`src/rtl/mem_access_sequencer.sv`:
```
// Purpose : MEM-stage sequencer; turns a load/store enable into one registered memory request and waits for ack or timeout.
// Latency : request seen in IDLE at cycle N, ack at N+1+k -> done at N+2+k (minimum two stall cycles).
// Backpres: stall holds the upstream pipeline from request acceptance until the access leaves ACCESS; no stall in DONE.
//
// Ports:
//   clk, rst                 single clock, synchronous active-high reset
//   mem_read_enable          MEM-stage instruction is a load
//   mem_write_enable         MEM-stage instruction is a store (wins if both are set)
//   alu_result, write_data   effective address and store data, latched on acceptance
//   mem_ack, mem_rdata       memory completion and load data, honoured only in ACCESS
//   mem_req, mem_we          registered request and direction (1 = write)
//   mem_addr, mem_wdata      registered address and store data, stable for the whole access
//   stall                    combinational pipeline freeze
//   done                     one-cycle completion pulse
//   read_data_out            registered load result (0 after a timed-out load)
//   err                      sticky timeout flag, cleared only by rst
module mem_access_sequencer #(
  parameter int DATA_W  = 24,
  parameter int TIMEOUT = 15
) (
  input  logic              clk,
  input  logic              rst,
  input  logic              mem_read_enable,
  input  logic              mem_write_enable,
  input  logic [DATA_W-1:0] alu_result,
  input  logic [DATA_W-1:0] write_data,
  input  logic              mem_ack,
  input  logic [DATA_W-1:0] mem_rdata,
  output logic              mem_req,
  output logic              mem_we,
  output logic [DATA_W-1:0] mem_addr,
  output logic [DATA_W-1:0] mem_wdata,
  output logic              stall,
  output logic              done,
  output logic [DATA_W-1:0] read_data_out,
  output logic              err
);

  localparam int CNT_W = $clog2(TIMEOUT + 1);

  localparam logic [1:0] ST_IDLE   = 2'd0;
  localparam logic [1:0] ST_ACCESS = 2'd1;
  localparam logic [1:0] ST_DONE   = 2'd2;

  // Last ACCESS cycle index: reaching it with no ack aborts the access.
  localparam logic [CNT_W-1:0] CNT_LAST = CNT_W'(TIMEOUT - 1);
  localparam logic [CNT_W-1:0] CNT_MAX  = CNT_W'(TIMEOUT);

  // Everything that must stay frozen while the memory works on the access.
  typedef struct packed {
    logic              we;
    logic [DATA_W-1:0] addr;
    logic [DATA_W-1:0] wdata;
  } acc_req_t;

  logic [1:0]       state;
  logic [CNT_W-1:0] cnt;
  acc_req_t         req_q;
  logic             any_en;

  assign any_en    = mem_read_enable | mem_write_enable;

  assign mem_we    = req_q.we;
  assign mem_addr  = req_q.addr;
  assign mem_wdata = req_q.wdata;

  // Reset overrides the freeze so the pipeline is never held by a block
  // that is being cleared.
  always_comb begin
    stall = 1'b0;
    if (!rst) begin
      stall = ((state == ST_IDLE) && any_en) || (state == ST_ACCESS);
    end
  end

  always_ff @(posedge clk) begin
    if (rst) begin
      state         <= ST_IDLE;
      cnt           <= '0;
      req_q         <= '0;
      mem_req       <= 1'b0;
      done          <= 1'b0;
      read_data_out <= '0;
      err           <= 1'b0;
    end else begin
      done <= 1'b0;
      case (state)
        ST_IDLE: begin
          if (any_en) begin
            // A store wins when both enables are set.
            req_q.we    <= mem_write_enable;
            req_q.addr  <= alu_result;
            req_q.wdata <= write_data;
            mem_req     <= 1'b1;
            cnt         <= '0;
            state       <= ST_ACCESS;
          end
        end

        ST_ACCESS: begin
          if (mem_ack) begin
            // Ack is checked first so it beats a timeout on the same cycle.
            mem_req <= 1'b0;
            if (!req_q.we) begin
              read_data_out <= mem_rdata;
            end
            done  <= 1'b1;
            state <= ST_DONE;
          end else if (cnt == CNT_LAST) begin
            err     <= 1'b1;
            mem_req <= 1'b0;
            if (!req_q.we) begin
              read_data_out <= '0;
            end
            done  <= 1'b1;
            state <= ST_DONE;
          end else if (cnt != CNT_MAX) begin
            cnt <= cnt + CNT_W'(1);
          end
        end

        ST_DONE: begin
          // Enables are deliberately ignored here; a held request is
          // picked up on the following IDLE cycle.
          state <= ST_IDLE;
        end

        default: begin
          mem_req <= 1'b0;
          state   <= ST_IDLE;
        end
      endcase
    end
  end

endmodule

```
`config.mk`:
```
export PLATFORM = sky130hd
export DESIGN_NAME = mem_access_sequencer
export DESIGN_NICKNAME = d
export VERILOG_FILES = /design/src/rtl/mem_access_sequencer.sv
export SDC_FILE = /design/constraint.sdc
export NUM_CORES = 1
export LEC_CHECK = 0
export BUFFER_PORTS_ARGS = -buffer_cell sky130_fd_sc_hd__buf_4
export CORE_ASPECT_RATIO = 1.5
export CORE_MARGIN = 1.5
export CORE_UTILIZATION = 27
export CTS_CLUSTER_SIZE = 12
export DETAILED_ROUTE_END_ITERATION = 16
export HOLD_SLACK_MARGIN = 0.08
export SLEW_MARGIN = 20
export SYNTH_ARGS = -nofsm -noshare
export SYNTH_HDL_FRONTEND = slang
export SYNTH_SLANG_ARGS = --single-unit
```
`constraint.sdc`:
```
create_clock -name clk -period 3.22 [get_ports clk]
set_clock_uncertainty 0.05 [all_clocks]
set_input_delay 0.644 -clock clk [delete_from_list [all_inputs] [get_ports clk]]
set_output_delay 0.644 -clock clk [all_outputs]
set_load 0.1 [all_outputs]
```
* Word-level counts from Yosys, hierarchy flattened
Index checks and enable logic that the tools add are counted.
** Storage, ports and cells
- Bits in registers :: 82
- Output and inout port bits :: 77
- Word-level logic and storage cells :: 56
- Input port bits :: 77
** Operators by class
- Reductions and logical operators :: 12
- Add/subtract/negate cells :: 1
- Bitwise logic cells :: 5
- Muxes and demuxes :: 20
- Equality and inequality tests :: 9
** Operators with widths (number)
- 24-bit two-way mux :: 4
- 4-bit two-way mux :: 4
- 3-bit AND reduction :: 3
- 4-bit one-hot mux with 2 select lines :: 1
- 1-bit two-way mux :: 6
- 2-bit two-way mux :: 3
- 2-bit != test (second input constant) :: 3
- 5-bit AND reduction :: 1
- 4-bit by 1-bit adder with 4-bit output (second input constant) :: 1
- 4-bit equality test (second input constant) :: 1
- 4-bit != test (second input constant) :: 1
- 1-bit NOT :: 4
- 2-bit one-hot mux with 2 select lines :: 1
- 2-bit AND reduction :: 2
- 2-bit nonzero test :: 2
- 3-bit by 2-bit != test with 1-bit output (second input constant) :: 1
- 1-bit one-hot mux with 3 select lines :: 1
- 2-bit by 1-bit equality test with 1-bit output (second input constant) :: 1
- 2-bit equality test (second input constant) :: 1
- 2-bit logical NOT :: 1
- 2-bit by 1-bit != test with 1-bit output (second input constant) :: 1
- 2-bit OR reduction :: 1
- 1-bit logical AND :: 1
- 1-bit logical OR :: 1
- 1-bit bitwise OR :: 1

* Logic depth before layout (Yosys ltp)
Gate-level depths: netlist (run 1).
- Word-level depth :: 5
- Depth in mapped cells :: 6
- Gate-level depth less buffers :: 5

* Least setup slack after synthesis (run 1)
No wires, ideal clock.
- Path type :: input-to-output
- Start point :: in mem_write_enable
- End point :: out stall
- Required time :: 2526 ps
- Arrival time :: 2760 ps
- Slack :: -234 ps
- Stages on the path :: 5
- Path through :: or2_2 > clkbuf_1 > clkbuf_1 > nand2_1 > a21oi_1
** Between the ends
- Cells in the longest elaborated chain, start to end :: 4
** Ends and longest elaborated chain
- from (decl) :: line 24 : input logic mem_write_enable,
- 1-bit bitwise OR :: line 61 : assign any_en = mem_read_enable | mem_write_enable;
- 1-bit logical AND :: line 72 : stall = ((state == ST_IDLE) && any_en) || (state == ST_ACCESS);
- 1-bit logical OR :: line 72
- 1-bit two-way mux :: line 71 : if (!rst) begin
- to (decl) :: line 33 : output logic stall,
No other way between the ends.

* Final worst setup path (run 1)
Same ends and word-level chain as after synthesis.

==> metrics.cfg, run 1 <==
[setup_path]
crit_buf_inv=2
path_max_fanout=3
r2r_end=read_data_out[5]
end_kind=primary output
cpMostUsedCell=buf_4
r2r_start=state[0]
crit_path_max_incr_delay_ns=0.31
start_kind=primary input
ff2ff_path_depth=3
r2r_slack_ns=1.36
cp_data_arrival_time_ns=1.50
worstPathRequired_ns=2.53
cp_cell_sequence=buf_4, or2_2, nand2_1, a21oi_2, buf_4
worstSetupPathType=in -> out
crit_family=simple AND/OR/NAND/NOR gates
slowest_stage=or2_2

[pwr]
seqPwrFrac=0.368
ir_worst_vdd_uv=233.1
p_clk_frac=0.341
intPower_w=0.001929
combPwrFrac=0.291
swShare=0.3665
power.switching_w=0.001116
power_density_nw_per_um2=645.7
leakage_nw=1.978

[synthesis]
async_flop_share=0
synth_cells=382
ys_ff_latch=82
synthDominantCellAreaShare=0.5188
ys_seq_area_frac=0.5188
yosys.area.top_type=dfxtp_1
synth.area.top_cells=dfxtp_1 (52%), a21oi_1 (12%), nand3_1 (12%)
syn-num-nets=461
yosys_warnings=0
synth.avg_cell_area_um2=8.283
netlist_top_cells_count=dfxtp_1 (82), a21oi_1 (78), nand3_1 (74), o21ai_1 (40), clkbuf_1 (38)
syn_area_um2=3164
synth_edf_count=0
synth_top_flop_cell=dfxtp_1
ys_types=29
yosysMostFrequentCell=dfxtp_1

[clock_network]
clock_latency_ns=0.33
cts_sinks=82
cts_setup_buffers=0
tritoncts=yes
hold_buffers=0
cts-root-buf=clkbuf_16
cts_max_level=3
cts_resized=0
clkSlewWorstSetupHoldPaths_ns=0.06
clk_path_buf_depth=2
cts-buffers-inserted=9

[floorplan]
io_pins=154
rows=48
die_h_um=135.6
start_util=0.2759
die_w_um=91.39
core_area_um2=11470
die-area_um2=12390

[placement]
preCtsSetupSlack_ns=1.018
dp_hpwl_mm=6.605
routabilityCongestion=0.7377
port_buffers=153

[hold_path]
worst_hold_path.num_cells=2
min_to=mem_wdata[20]
hold_path_class=reg -> reg
min_from=mem_wdata[20]

[routing]
viasPerCell=5.023
drc=0
routedWlPerCell_um=14.85
drt_wl_total_mm=9.889
vias=3345
drt_iter0_markers=135
firstDrtPassIters=4
final_antenna_net_count=0

[job]
maxCapViolCount=0

[timing]
rsz0062_at_grt=false
setup_tns_ns=0
fin_ws_ns=1.024
slew_viol_final=0
finalCritPeriodShare=0.6821
worst_slew_pin_slew_ns=1.045
slew_headroom=0.3023
setup_viol=0
hold_viol=0
min_period_ns=2.196
fmax_mhz=455.3

[global_routing]
grt_max_degree=51
grt_pass1_vias=3207
antenna_found_initial=0
grt_overflow=0
grt_pass1_wl_mm=15.91
track_usage=0.1597

[final_layout]
fin_nets=590
area_growth_syn_to_layout_pct=48.99
drive_above_1_share=0.3508
antenna_cells=0

[run_status]
status=complete, no violations

==> cell type report <==
cell class                      instances  area, um2
Clock inverter                          5      52.55
Timing Repair Buffer                  159       1194
Tap cell                              150      187.7
Multi-Input combinational cell        257       1379
Inverter                                2      7.507
Sequential cell                        82       1642
Clock buffer                           11      252.7
Fill cell                            1186       6756
==> sequential cells by signal, indices dropped and copies added (netlist names) <==
| name | cells |
|---|---|
| cnt | 4 |
| mem_we | 1 |
| mem_req | 1 |
| mem_wdata | 24 |
| mem_addr | 24 |
| done | 1 |
| state | 2 |
| err | 1 |
| read_data_out | 24 |
==> cells by family (layout without fill, tap and decap cells) <==
logic type | Yosys count | count (layout) | share of synthesized area
adder cells (fa/ha/maj) | 2 | 2 | 0.007907
AO/OA/AOI/OAI | 163 | 163 | 0.2705
AND/OR/NAND/NOR | 92 | 92 | 0.1511
flip-flops | 82 | 82 | 0.5188
buffers and inverters | 43 | 177 | 0.05180
==> through the flow <==
| stage | cells | hold slack, ns | utilization | total power [W] | instance area [um2] |
|---|---|---|---|---|---|
| 2_1_floorplan | 382 | 0.4528 | - | 0.001796 | 3168 |
| 3_3_place_gp | 650 | 0.4107 | 0.3844 | 0.002026 | 4409 |
| 3_5_place_dp | 650 | 0.4173 | 0.3844 | 0.002035 | 4409 |
| 4_1_cts | 666 | 0.4253 | 0.4110 | 0.003084 | 4715 |
| 5_1_grt | 666 | 0.4528 | 0.4110 | 0.003179 | 4715 |
| 6_report | 666 | 0.4231 | 0.4110 | 0.003044 | 4715 |
==> metal layers <==
metal  track usage  up-vias  wire length [um]
met2        0.2778      120              5074
li1              -     1640                 -
met1        0.1860     1573              4096
met5             0        -                 0
met4       0.06076        0               140
met3       0.04265       12               578
==> power by group through the flow <==
stage | combinational [W] | clock [W] | sequential [W]
6_report | 0.000886 | 0.00104 | 0.00112
5_1_grt | 0.000929 | 0.00112 | 0.00113
4_1_cts | 0.000892 | 0.00107 | 0.00112
3_5_place_dp | 0.000891 | 0 | 0.00114
3_3_place_gp | 0.000885 | 0 | 0.00114
2_1_floorplan | 0.000198 | 0 | 0.00160
==> placed cells by master (no fill, tap or decap) <==
master and count:
clkbuf_16 9, clkbuf_8 2, nor2_4 1, or2_2 1, nor2_2 1, or2_1 1, a41oi_1 2, dfxtp_1 82
inv_1 2, a211oi_1 3, o21ai_1 40, o21ai_0 33, nand3_1 74, ha_1 2, a21oi_1 77, nand2b_1 1
nand2_1 3, o221ai_1 1, clkinvlp_4 1, o31ai_1 1, o22ai_1 1, o211a_1 1, a21oi_2 1, clkinv_2 3
nor3b_1 1, buf_4 159, bufinv_16 1, nor2_1 2, nor3b_4 1, o21a_1 1, or4_1 2, or3b_1 2
a31oi_2 1, o21bai_1 1, nor3_1 2
==> how the worst max path moves through the flow <==
stage                           from    end  slack (ns)  cells after the start
finish              mem_write_enable  stall        1.02                      5
global route                state[0]  stall        0.90                      3
CTS                         state[0]  stall        1.00                      3
detailed placement  mem_write_enable  stall        1.02                      5
global placement    mem_write_enable  stall        1.02                      5
floorplan           mem_write_enable  stall        0.37                      5
==> worst register-to-register path: stages (launching register included) <==
cell     delay, ns
dfxtp_1       0.48
nor3b_4       0.91
nand3_1       0.16
a21oi_1       0.19
(Power assumes the default switching activity.)
==> inputs of run 2 (changes only) <==
ABC_AREA = 1   (was default)
clock period = 2.3 ns   (was 3.22 ns; I/O delays follow)
==> run 2 against run 1 <==
Net effect: final cell count increased by 13%; sequential power increased by 43%; non-clock buffer count unchanged; critical path type is now reg -> out; highest routed layer unchanged.
==> metrics.cfg, run 2 <==
[final_layout]
area_growth_syn_to_layout_pct=47.18
stdcell_count=755  ; +13%
mostFrequentLayoutCell=buf_4
nFillCells=1250  ; +5.4%
fin_util=0.4070  ; -0.003977
fin_nets=676  ; +15%
final_area_um2=4891  ; +3.7%
drive_above_1_share=0.3007  ; -0.05011
antenna_cells=0  ; unchanged
layout_common_cells=buf_4 (159), nand2_1 (125), dfxtp_1 (82)

[clock_network]
hold_buffers=0  ; unchanged
cts_resized=0  ; unchanged
cts_max_level=3  ; unchanged
cts_sinks=82  ; unchanged
clk_path_buf_depth=2  ; unchanged
clkSlewWorstSetupHoldPaths_ns=0.06  ; about the same
cts-root-buf=clkbuf_16
tritoncts=yes
cts-buffers-inserted=9  ; unchanged
cts_setup_buffers=0  ; unchanged
clock_latency_ns=0.33  ; about the same

[timing]
rsz0062_at_grt=false
slew_headroom=0.6571  ; +0.3548
hold-worst-slack_ns=0.3102  ; -0.1128 ns
finalCritPeriodShare=0.9181
hold_viol=0  ; unchanged
slew_viol_final=0  ; unchanged
setup_tns_ns=0  ; unchanged
worst_slew_pin_slew_ns=0.5144  ; -0.5311 ns
setup_viol=0  ; unchanged
fmax_mhz=473.6
min_period_ns=2.112

[synthesis]
ys_types=21  ; -28%
yosys_warnings=0  ; unchanged
syn-num-nets=537  ; +16%
yosys.area.top_type=dfxtp_1
ys_seq_area_frac=0.4940  ; -0.02481
synth_cells=458  ; +20%
synth.area.top_cells=dfxtp_1 (49%), nand2_1 (14%), a21oi_1 (11%)
synth_edf_count=0  ; unchanged
synth_top_flop_cell=dfxtp_1
syn_area_um2=3323  ; +5.0%
netlist_top_cells_count=nand2_1 (126), dfxtp_1 (82), a21oi_1 (72), nand3_1 (56), inv_1 (41)
yosysMostFrequentCell=nand2_1
async_flop_share=0  ; unchanged
synthDominantCellAreaShare=0.4940  ; -0.02481
ys_ff_latch=82  ; unchanged
synth.avg_cell_area_um2=7.256  ; -12%

[placement]
port_buffers=153  ; unchanged
placedCellCount=739  ; +14%
placed_area_um2=4556  ; +3.3%
dp_hpwl_mm=6.433  ; -2.6%
routabilityCongestion=0.7434  ; +0.77%

[routing]
vias=3306  ; -1.2%
viasPerCell=4.379  ; -13%
drt_wl_total_mm=9.092  ; -8.1%
drc=0  ; unchanged
routedWlPerCell_um=12.04  ; -19%
final_antenna_net_count=0  ; unchanged
drt_iter0_markers=73  ; -46%
firstDrtPassIters=4  ; unchanged

[global_routing]
track_usage=0.1407  ; -0.01898
antenna_found_initial=0  ; unchanged
grt_overflow=0  ; unchanged
grt_max_degree=50  ; -2.0%
grt_pass1_vias=3239  ; +1.0%
grt_pass1_wl_mm=14.84  ; -6.7%

[floorplan]
die_h_um=138.9  ; +2.4%
io_pins=154  ; unchanged
core_area_um2=12020  ; +4.8%
die_w_um=93.59  ; +2.4%
start_util=0.2766  ; +0.0007006
rows=49  ; +2.1%
die-area_um2=13000  ; +4.9%

[setup_path]
start_kind=flop
end_kind=primary output
path_max_fanout=6  ; +3
worstSetupPathType=reg -> out
cp_data_arrival_time_ns=1.60  ; +0.10 ns
worstPathRequired_ns=1.79  ; -0.74 ns

[run_status]
status=complete, no violations

[pwr]
ir_worst_vdd_uv=352.8  ; +51%
power_density_nw_per_um2=940.4  ; +46%
leakage_nw=2.362  ; +19%

[hold_path]
hold_path_class=in -> reg

[job]
maxCapViolCount=0  ; unchanged

[run 2: cell types whose count changed after synthesis, moves of 6 or more]
| cell | before | now |
|---|---|---|
| nor2_1 | 4 | 39 |
| o21ai_1 | 40 | 0 |
| o21ai_0 | 33 | 0 |
| nand3_1 | 74 | 56 |
| nand2_1 | 3 | 126 |
| inv_1 | 2 | 41 |
| a21oi_1 | 78 | 72 |
| buf_2 | 2 | 8 |
| clkbuf_1 | 38 | 13 |
[run 2: path summary, 6_finish.rpt]
kind	from	endpoint	slack [ns]	cells past startpoint
worst max-delay path	state[0]	stall	0.19	5
worst min-delay path	mem_rdata[7]	read_data_out[7]	0.31	3
worst max register to register	cnt[0]	read_data_out[10]	0.55	8
worst min register to register	mem_wdata[3]	mem_wdata[3]	0.41	2
[run 2: metrics by stage]
| step | total power [W] | setup WS (ns) |
|---|---|---|
| 5_1_grt | 0.004792 | 0.08930 |
| 6_report | 0.004599 | 0.1884 |
| 2_1_floorplan | 0.002695 | 0.3158 |
| 3_3_place_gp | 0.003016 | 0.4493 |
| 4_1_cts | 0.004661 | 0.1670 |
| 3_5_place_dp | 0.003026 | 0.4224 |
[run 2: cell families after synthesis]
logic type | count (synthesis) | synth area share
compound gates | 72 | 0.1084
fa+ha+maj | 2 | 0.007529
simple gates | 228 | 0.2899
flops | 82 | 0.4940
buf+inv | 74 | 0.1002
[run 2: power by group]
part	switching, W	internal [W]	total, W	leakage (nW)
sequential	0.0000654	0.00153	0.00160	0.674
clock	0.000553	0.00106	0.00161	0.160
combinational	0.00106	0.000331	0.00139	1.53
total	0.00168	0.00292	0.00460	2.36
[run 2: layout make-up]
cell class | instances | area (um2) | share of cell area
tap | 153 | 191.4 | 0.03914
clock buffer | 11 | 232.7 | 0.04758
multi-input combinational | 302 | 1368 | 0.2796
timing repair buffer | 159 | 1194 | 0.2441
inverter | 43 | 161.4 | 0.03300
clock inverter | 5 | 102.6 | 0.02098
sequential | 82 | 1642 | 0.3356
[run 2: per-layer routing]
metal | up-vias | global-route usage | wire length, um | part of all wire
met5 | - | 0 | 0 | 0
met4 | 0 | 0.05106 | 135 | 0.015
met3 | 13 | 0.04496 | 762 | 0.084
met2 | 126 | 0.2346 | 4262 | 0.47
met1 | 1445 | 0.1673 | 3933 | 0.43
li1 | 1722 | - | - | -
[run 2: worst max-delay path: stages, from the launching register on]
cell and delay, ns:
dfxtp_1 0.41, inv_2 0.07, nor2_4 0.16, inv_1 0.15, a21oi_4 0.18, buf_4 0.30
==> inputs of run 3 (changes only) <==
ABC_AREA = default   (was 1)
==> run 3 against run 2 <==
Net effect: non-clock buffer count increased by 4; register-to-register slack got worse by 0.02 ns; die area shrank 4.7%; utilization is 0.77 points higher; worst hold slack better by 0.029 ns; first-iteration DRC count is 100% higher; combinational power is 10% lower; via count grew 1.7%.
==> metrics.cfg, run 3 (synthesis results as in run 1) <==
[floorplan]
rows=48  ; -2.0%
die_w_um=91.39  ; -2.3%
die_h_um=135.6  ; -2.4%
die-area_um2=12390  ; -4.7%
io_pins=154  ; unchanged
start_util=0.2759  ; -0.0007006
core_area_um2=11470  ; -4.5%

[clock_network]
cts_setup_buffers=0  ; unchanged
cts_max_level=3  ; unchanged
tritoncts=yes
cts_resized=0  ; unchanged
cts-buffers-inserted=9  ; unchanged
clk_path_buf_depth=2  ; unchanged
cts_sinks=82  ; unchanged
cts-root-buf=clkbuf_16
hold_buffers=0  ; unchanged
clock_latency_ns=0.33  ; about the same
clkSlewWorstSetupHoldPaths_ns=0.06  ; about the same

[timing]
worst_slew_pin_slew_ns=0.8460  ; +0.3316 ns
min_period_ns=2.068  ; -0.04382 ns
finalCritPeriodShare=0.8990  ; -0.01905
hold_viol=0  ; unchanged
fmax_mhz=483.6  ; +2.1%
slew_viol_final=0  ; unchanged
setup_viol=0  ; unchanged
hold-worst-slack_ns=0.3393  ; +0.02908 ns
slew_headroom=0.4360  ; -0.2211
rsz0062_at_grt=false
setup_tns_ns=0  ; unchanged

[final_layout]
multi_input_area_um2=1385  ; +1.3%
drive_above_1_share=0.3519  ; +0.05126
area_growth_syn_to_layout_pct=50.34
nFillCells=1194  ; -4.5%
antenna_cells=0  ; unchanged
mostFrequentLayoutCell=buf_4
regArea_um2=1642  ; unchanged
layout_common_cells=buf_4 (163), dfxtp_1 (82), a21oi_1 (77)
fin_nets=594  ; -12%

[routing]
routedWlPerCell_um=15.10  ; +25%
viasPerCell=5.019  ; +15%
dr.max_layer_used=met4
drt_iter0_markers=147  ; +100%
dr_wl_met3_um=523  ; -31%
route.met2.wl_mm=5.330  ; +25%
firstDrtPassIters=4  ; unchanged
drc=0  ; unchanged
met1_length_mm=4.014  ; +2.1%
vias=3363  ; +1.7%
final_antenna_net_count=0  ; unchanged
drt_wl_total_mm=10.12  ; +11%

[global_routing]
grt_pass1_wl_mm=16.35  ; +10%
grt_pass1_vias=3329  ; +2.8%
grt_max_degree=51  ; +2.0%
grt_overflow=0  ; unchanged
antenna_found_initial=0  ; unchanged
track_usage=0.1642  ; +0.02350

[setup_path]
r2r_start=state[0]
end_kind=primary output
ff2ff_path_depth=3  ; -5
cp-endpoint=stall
cp-startpoint=state[0]
r2r_end=read_data_out[10]
worstSetupPathType=reg -> out
path_max_fanout=8  ; +2
r2r_slack_ns=0.53  ; -0.02 ns
cp_data_arrival_time_ns=1.56  ; -0.04 ns
worstPathRequired_ns=1.79  ; about the same
start_kind=flop

[pwr]
leakage_nw=2.003  ; -15%
combPwrFrac=0.290  ; -0.012
swShare=0.3619  ; -0.002610
intPower_w=0.002763  ; -5.5%
power.switching_w=0.001567  ; -6.5%
seqPwrFrac=0.362  ; +0.015
power_density_nw_per_um2=910.0  ; -3.2%
ir_worst_vdd_uv=364.4  ; +3.3%
p_clk_frac=0.348  ; -0.003

[placement]
dp_hpwl_mm=6.818  ; +6.0%
routabilityCongestion=0.7763  ; +4.4%
port_buffers=153  ; unchanged

[hold_path]
hold_path_class=in -> reg

[run_status]
status=complete, no violations

[job]
maxCapViolCount=0  ; unchanged

run 3: how the worst min path moves through the flow:
stage	from	end	slack [ns]	depth (start not counted)
3_5_place_dp	mem_addr[4]	mem_addr[4]	0.42	2
3_3_place_gp	read_data_out[15]	read_data_out[15]	0.41	2
5_1_grt	alu_result[18]	mem_addr[18]	0.33	3
4_1_cts	alu_result[18]	mem_addr[18]	0.33	3
2_1_floorplan	cnt[1]	cnt[1]	0.45	2
6_report	alu_result[19]	mem_addr[19]	0.34	3
run 3: power groups by stage:
| stage | Combinational [W] | Clock [W] | Sequential, W |
|---|---|---|---|
| 6_report | 0.00125 | 0.00151 | 0.00157 |
| 5_1_grt | 0.00131 | 0.00162 | 0.00158 |
| 4_1_cts | 0.00126 | 0.00155 | 0.00157 |
| 3_5_place_dp | 0.00126 | 0 | 0.00160 |
| 3_3_place_gp | 0.00125 | 0 | 0.00160 |
| 2_1_floorplan | 0.000280 | 0 | 0.00224 |
run 3: final cells by class:
type,instances,share of cell area
clock buffer,11,0.04892
clock inverter,5,0.01657
inverter,2,0.001578
multi-input combinational,257,0.2912
sequential,82,0.3451
tap,150,0.03945
timing repair buffer,163,0.2572
run 3: critical path: stages, from the launching register on:
cell and delay, ns:
dfxtp_1 0.50, nand2b_1 0.27, a21oi_4 0.18, buf_4 0.29
run 3: metrics by stage:
step	std cells	cell area, um2	utilization	worst slack (ns)	total power, W
CTS	670	4757	0.4147	0.2151	0.004384
finish	670	4757	0.4147	0.2323	0.004329
global route	670	4757	0.4147	0.1208	0.004512
floorplan	382	3176	-	0.07445	0.002517
detailed placement	654	4446	0.3875	0.4505	0.002861
global placement	654	4446	0.3875	0.4675	0.002846
run 3: per-layer routing:
metal  up-vias  GRT usage
met5         -          0
met4         0    0.06424
met3        15    0.04265
met2       105     0.2902
met1      1595     0.1875
li1       1648          -
